--- config.mk ---
export PLATFORM = sky130hd
export DESIGN_NAME = fp_align_pipe
export DESIGN_NICKNAME = d
export VERILOG_FILES = /design/src/rtl/fp_align_pipe.sv
export SDC_FILE = /design/constraint.sdc
export NUM_CORES = 1
export LEC_CHECK = 0
export CAP_MARGIN = 20
export CORE_MARGIN = 3
export CORE_UTILIZATION = 55
export DETAILED_ROUTE_END_ITERATION = 7
export HOLD_SLACK_MARGIN = 0.08
export PLACE_DENSITY_LB_ADDON = 0.15
export SLEW_MARGIN = 20
export SYNTH_ARGS = -nofsm -noshare
export SYNTH_HDL_FRONTEND = slang
export SYNTH_SLANG_ARGS = --single-unit
--- constraint.sdc ---
create_clock -name clk -period 5.1 [get_ports clk]
set_input_delay 0.51 -clock clk [delete_from_list [all_inputs] [get_ports clk]]
set_output_delay 0.51 -clock clk [all_outputs]
set_load 0.01 [all_outputs]
--- src/rtl/fp_align_pipe.sv ---
// rtl/fp_align_pipe.sv - two-stage elastic FP operand alignment (order, swap, shift with GRS)
//
// Purpose: orders two packed FP operands by magnitude and right-aligns the
// smaller significand to the larger exponent, keeping guard/round/sticky.
// Ports:
//   clk, rst                  clock, asynchronous active-high reset
//   in_valid/in_ready, a, b   operand pair handshake, packed {sign,exp,frac}
//   out_valid/out_ready       result handshake
//   big_sign/big_exp/big_sig  larger operand (effective exponent, hidden bit included)
//   small_sign/small_sig      smaller operand, significand shifted by exp_diff
//   guard/round_b/sticky      bits shifted out of small_sig
//   swapped                   1 when B was the larger operand
//   exp_diff                  big_exp minus small effective exponent
module fp_align_pipe #(
  parameter int EXP_BITS  = 8,
  parameter int FRAC_BITS = 23
) (
  input  logic                          clk,
  input  logic                          rst,
  input  logic                          in_valid,
  output logic                          in_ready,
  input  logic [EXP_BITS+FRAC_BITS:0]   a,
  input  logic [EXP_BITS+FRAC_BITS:0]   b,
  output logic                          out_valid,
  input  logic                          out_ready,
  output logic                          big_sign,
  output logic [EXP_BITS-1:0]           big_exp,
  output logic [FRAC_BITS:0]            big_sig,
  output logic                          small_sign,
  output logic [FRAC_BITS:0]            small_sig,
  output logic                          guard,
  output logic                          round_b,
  output logic                          sticky,
  output logic                          swapped,
  output logic [EXP_BITS-1:0]           exp_diff
);

  localparam int SIG = FRAC_BITS + 1;
  localparam int W   = 1 + EXP_BITS + FRAC_BITS;
  // Shift window: significand on top, SIG+2 zero bits below so that every
  // bit pushed out by a shift of up to SIG+2 remains visible for GRS.
  localparam int EXT = 2 * SIG + 2;

  // ---------------- operand unpack (combinational) ----------------
  logic                a_sign, b_sign;
  logic [EXP_BITS-1:0] a_exp, b_exp, a_eexp, b_eexp;
  logic [SIG-1:0]      a_sig, b_sig;
  logic                b_gt_a;

  assign a_sign = a[W-1];
  assign b_sign = b[W-1];
  assign a_exp  = a[W-2 -: EXP_BITS];
  assign b_exp  = b[W-2 -: EXP_BITS];

  // Subnormals and zero use effective exponent 1 with a clear hidden bit.
  assign a_eexp = (|a_exp) ? a_exp : EXP_BITS'(1);
  assign b_eexp = (|b_exp) ? b_exp : EXP_BITS'(1);
  assign a_sig  = {|a_exp, a[FRAC_BITS-1:0]};
  assign b_sig  = {|b_exp, b[FRAC_BITS-1:0]};

  // Including the hidden bit makes a subnormal rank below a normal that
  // shares effective exponent 1. Ties keep A as the larger operand.
  assign b_gt_a = {b_eexp, b_sig} > {a_eexp, a_sig};

  // ---------------- pipeline control ----------------
  logic s1_valid;
  logic s2_ready;
  logic s1_adv;

  assign s2_ready = !out_valid || out_ready;
  assign s1_adv   = s1_valid && s2_ready;
  assign in_ready = !s1_valid || s1_adv;

  // ---------------- stage 1 registers ----------------
  logic                s1_big_sign, s1_small_sign, s1_swapped;
  logic [EXP_BITS-1:0] s1_big_exp, s1_exp_diff;
  logic [SIG-1:0]      s1_big_sig, s1_small_sig;

  // ---------------- stage 2 shifter (combinational) ----------------
  logic           sat;
  logic [31:0]    sh_amt;
  logic [EXT-1:0] ext, shifted;

  assign sat     = 32'(s1_exp_diff) >= 32'(SIG + 2);
  assign sh_amt  = sat ? 32'(SIG + 2) : 32'(s1_exp_diff);
  assign ext     = {s1_small_sig, {(SIG + 2){1'b0}}};
  assign shifted = ext >> sh_amt;

  always_ff @(posedge clk or posedge rst) begin
    if (rst) begin
      s1_valid      <= 1'b0;
      s1_big_sign   <= 1'b0;
      s1_big_exp    <= '0;
      s1_big_sig    <= '0;
      s1_small_sign <= 1'b0;
      s1_small_sig  <= '0;
      s1_swapped    <= 1'b0;
      s1_exp_diff   <= '0;
      out_valid     <= 1'b0;
      big_sign      <= 1'b0;
      big_exp       <= '0;
      big_sig       <= '0;
      small_sign    <= 1'b0;
      small_sig     <= '0;
      guard         <= 1'b0;
      round_b       <= 1'b0;
      sticky        <= 1'b0;
      swapped       <= 1'b0;
      exp_diff      <= '0;
    end else begin
      if (in_ready) begin
        s1_valid <= in_valid;
      end
      if (in_valid && in_ready) begin
        s1_swapped    <= b_gt_a;
        s1_big_sign   <= b_gt_a ? b_sign : a_sign;
        s1_big_exp    <= b_gt_a ? b_eexp : a_eexp;
        s1_big_sig    <= b_gt_a ? b_sig  : a_sig;
        s1_small_sign <= b_gt_a ? a_sign : b_sign;
        s1_small_sig  <= b_gt_a ? a_sig  : b_sig;
        s1_exp_diff   <= b_gt_a ? (b_eexp - a_eexp) : (a_eexp - b_eexp);
      end

      if (s2_ready) begin
        out_valid <= s1_valid;
      end
      if (s1_adv) begin
        big_sign   <= s1_big_sign;
        big_exp    <= s1_big_exp;
        big_sig    <= s1_big_sig;
        small_sign <= s1_small_sign;
        small_sig  <= shifted[EXT-1 -: SIG];
        guard      <= shifted[SIG+1];
        round_b    <= shifted[SIG];
        sticky     <= |shifted[SIG-1:0];
        swapped    <= s1_swapped;
        exp_diff   <= s1_exp_diff;
      end
    end
  end

endmodule

==> summary.md <==
| Metric | Value |
|---|---|
| Status | `finished, final reports clean` |
| Largest net degree at the start of global routing | `106` |
| Pleak | `0.00496 uW` |
| GRT Overall Usage | `28.0%` |
| Hold WC Path Type | `reg2reg` |
| Die area | `0.0171 sq mm` |
| CTS tree | `built` |
| Hold Buf Count CTS | `0` |
| Fin area | `0.0106 sq mm` |
| Post-synth cell types | `76` |
| CP Buf/Inv Count | `1` |
| Final HPWL DP | `roughly 17000 um` |
| Hold endpoint | `big_sig[6]$_DFFE_PP0P_` |
| Critical-path top delay cell | `or4_1` |
| Power per cell area | `386 mW/mm^2` |
| Hold path depth | `2` |
| CP Class | `in2reg` |
| Postcts setup bufs | `0` |
| Ports | `140` |
| Reg-to-Reg Start | `s1_exp_diff[7]$_DFFE_PP0P_` |
| Maximum clock rate | `0.234 GHz` |
| Layout cell share with drive strength beyond 1 | `6.42%` |
| WL/cell | `17.3 um` |
| RSZ-0062 raised after global routing | `false` |
| Sw Ratio | `between 30% and 40%` |
| Net Sw Power | `1440 uW` |
| First-iteration detailed-routing DRC count | `598` |
| Syn nets | `approximately 1200` |
| Total number of vias | `about 7900` |
| Remaining global-route overflow | `0` |
| CP max stage delay | `between 0.5 and 0.6 ns` |
| Seq pwr share | `a little over a third` |
| Cell internal pwr | `roughly 2600 uW` |
| Clock tree buffer depth | `2` |
| Routed Antenna Nets | `0` |
| Mapped Area | `between 0.008 and 0.009 sq mm` |
| Synth Area per Inst | `slightly above 8 sq um` |
| # resized after CTS | `0` |
| Router iterations before antenna repair | `5` |
| Max-slew violation count | `0` |
| Inserted Diodes | `0` |
| Port bufs | `139` |
| #FFs+latches synth | `139` |
| Seq/Total Area, Yosys | `40.6%` |
| Crit path required time | `5.37 ns` |
| Vias in the first global route | `7542` |
| Clock sink count | `139` |
| Critical path arrival | `4.53 ns` |
| Root Buffer | `clkbuf_16` |
| Clk_lat worst skew | `0.42 ns` |
| Starting Density | `56.4%` |
| DIE WIDTH | `131 um` |
| Final Cycle Share | `83.7%` |
| WL final | `23100 um` |
| Total core area | `0.0152 sq mm` |
| Critical Path End Type | `flip-flop` |
| Hold Vio Cnt, Final | `0` |
| Num rows | `45` |
| Final setup vio count | `0` |
| Most used cell along the critical path | `nor2_1` |
| Primary FF master, synth | `dfrtp_1` |
| Path depth of the worst reg2reg path | `10` |
| Final Net Count | `1251` |
| Post-synth EDFFs | `0` |
| Slew @ Worst Pin | `0.922 ns` |
| CP max FO | `11` |
| Clock Skew | `0.00747 ns` |
| First-pass GRT wire length | `approximately 38000 um` |
| Async SR Flop Fraction | `100%` |
| VDD IR max | `230 uV` |
| Gpl congestion | `just under 1` |
| CTS clk-pin slew, worst paths | `approximately 0.060 ns` |
| Internal reg-to-reg setup slack | `1.55 ns` |
| Die height | `131 um` |
| Setup_tns | `0 ns` |
| CP Cell Sequence | `clkdlybuf4s50_1, or4_1, nor2_1, nor2_1, ha_1, nand4_1, or4_4, nor3_2, a21oi_2, nor2_8, mux2i_1, o211ai_1, a222oi_1, o311ai_1` |
| Placed cell area | `0.0100 sq mm` |
| FF-to-FF End | `sticky$_DFFE_PP0P_` |
| Combinational Power Share | `35.7%` |
| Area growth syn-to-layout | `23.3%` |
| Clock buffer count from CTS | `17` |
| Hold_sp | `s1_big_sig[6]$_DFFE_PP0P_` |
| Maxcap violations | `0` |
| Clock power share | `roughly 28%` |
| Fin crit period | `4.27 ns` |
| Avg Vias per Cell | `5.87` |
| DRC | `0` |
| Yosys warns | `0` |
| H-tree level count | `4` |
| Initial antenna violation count | `0` |
| Cell class contributing the biggest share of worst-path delay | `simple AND/OR/NAND/NOR gates` |
| Mapped Cells | `1043` |
| Slew headroom | `38.5%` |
| Critical Path Source Type | `input port` |
through the flow:
stage          hold slack [ns]  worst slack [ns]  util (%)  power [uW]  instances
4_1_cts                  0.465             0.845      69.5        4090       1340
6_report                 0.463             0.830      69.5        4080       1340
3_3_place_gp             0.447             0.536      66.0        2920       1311
3_5_place_dp             0.453             0.445      66.0        2940       1311
2_1_floorplan            0.439             0.865         -        2360       1043
5_1_grt                  0.485             0.518      69.5        4330       1340
logic make-up after synthesis:
kind of cell / after synthesis / share of synthesized area (%)
xor+xnor: 3 / 0.307
flops: 139 / 40.6
compound gates: 256 / 18.6
mux: 57 / 6.90
simple gates: 431 / 22.2
buf+inv: 116 / 5.28
fa+ha+maj: 41 / 6.16
power by group through the flow:
stage / Sequential [uW] / Clock [uW] / Combinational (uW)
3_5_place_dp: 1500 / 0 / 1440
5_1_grt: 1520 / 1200 / 1610
3_3_place_gp: 1500 / 0 / 1420
2_1_floorplan: 1510 / 0 / 854
4_1_cts: 1480 / 1150 / 1450
6_report: 1490 / 1140 / 1450
flip-flops by register name, summed over array words and instances (netlist names):
register,cells
swapped,1
s1_big_sign,1
s1_small_sign,1
s1_exp_diff,8
sticky,1
round_b,1
small_sign,1
big_sign,1
exp_diff,8
big_exp,8
guard,1
s1_swapped,1
small_sig,24
big_sig,24
s1_big_exp,8
s1_small_sig,24
out_valid,1
s1_valid,1
s1_big_sig,24
worst max-delay path by stage:
stage	to	from	depth (start not counted)	slack, ns
final	s1_exp_diff[7]$_DFFE_PP0P_	a[24]	14	0.83
after global routing	s1_exp_diff[7]$_DFFE_PP0P_	a[24]	14	0.52
after CTS	s1_exp_diff[6]$_DFFE_PP0P_	a[24]	14	0.84
after detailed placement	s1_exp_diff[6]$_DFFE_PP0P_	a[24]	14	0.45
after global placement	s1_exp_diff[6]$_DFFE_PP0P_	a[24]	14	0.54
after floorplan	big_exp[0]$_DFFE_PP0P_	rst	1	0.87
cell usage after synthesis (9+ instances only):
cell type    n  area (sq um)
a21oi_1     57           285
a22o_1       9          78.8
and3_1       9          56.3
buf_2       10          50.1
clkbuf_1    52           195
dfrtp_1    139          3480
ha_1        39           488
inv_1       44           165
mux2_2      13           146
mux2i_1     43           430
nand2_1    252           946
nand2b_1     9          56.3
nand3_1     43           215
nand4_1     14          87.6
nor2_1      61           229
nor3_1      11          55.1
o211ai_1    12          90.1
o21ai_0    108           541
final cells by class:
| type | instances | area (sq um) |
|---|---|---|
| fillers | 1260 | 4630 |
| clock inverters | 8 | 72.6 |
| multi-input cells | 788 | 4650 |
| clock buffers | 21 | 460 |
| flip-flops and latches | 139 | 3480 |
| repair buffers | 152 | 1500 |
| well taps | 188 | 235 |
| inverters | 44 | 170 |
placed cells by master, fill, tap and decap left out, types with 6 or more instances in the layout:
| cell | n |
|---|---|
| and3_1 | 9 |
| ha_1 | 39 |
| buf_4 | 12 |
| clkbuf_16 | 17 |
| dfrtp_1 | 139 |
| o211ai_1 | 12 |
| o22ai_1 | 6 |
| nand2b_1 | 9 |
| mux2i_1 | 43 |
| nand2_1 | 250 |
| nor3_1 | 11 |
| nand4_1 | 14 |
| a21oi_1 | 57 |
| o21ai_0 | 108 |
| nor2_1 | 60 |
| a31oi_1 | 6 |
| clkdlybuf4s50_1 | 139 |
| and2_1 | 7 |
| mux2_2 | 13 |
| inv_1 | 43 |
| nand3_1 | 43 |
| a22o_1 | 9 |
per-layer routing:
layer	share of wire [%]	track usage [%]	vias to the layer above
met4	2.8	10.0	0
met2	47	45.2	289
met1	44	37.8	3704
li1	-	-	3824
met5	0	0	-
met3	5.6	5.45	52
tightest hold or removal path: stages (launching register included):
cell     delay, ns
dfrtp_1       0.34
nand2_1       0.05
nand2_1       0.05
No activity file was read; power rests on OpenSTA's default activity.
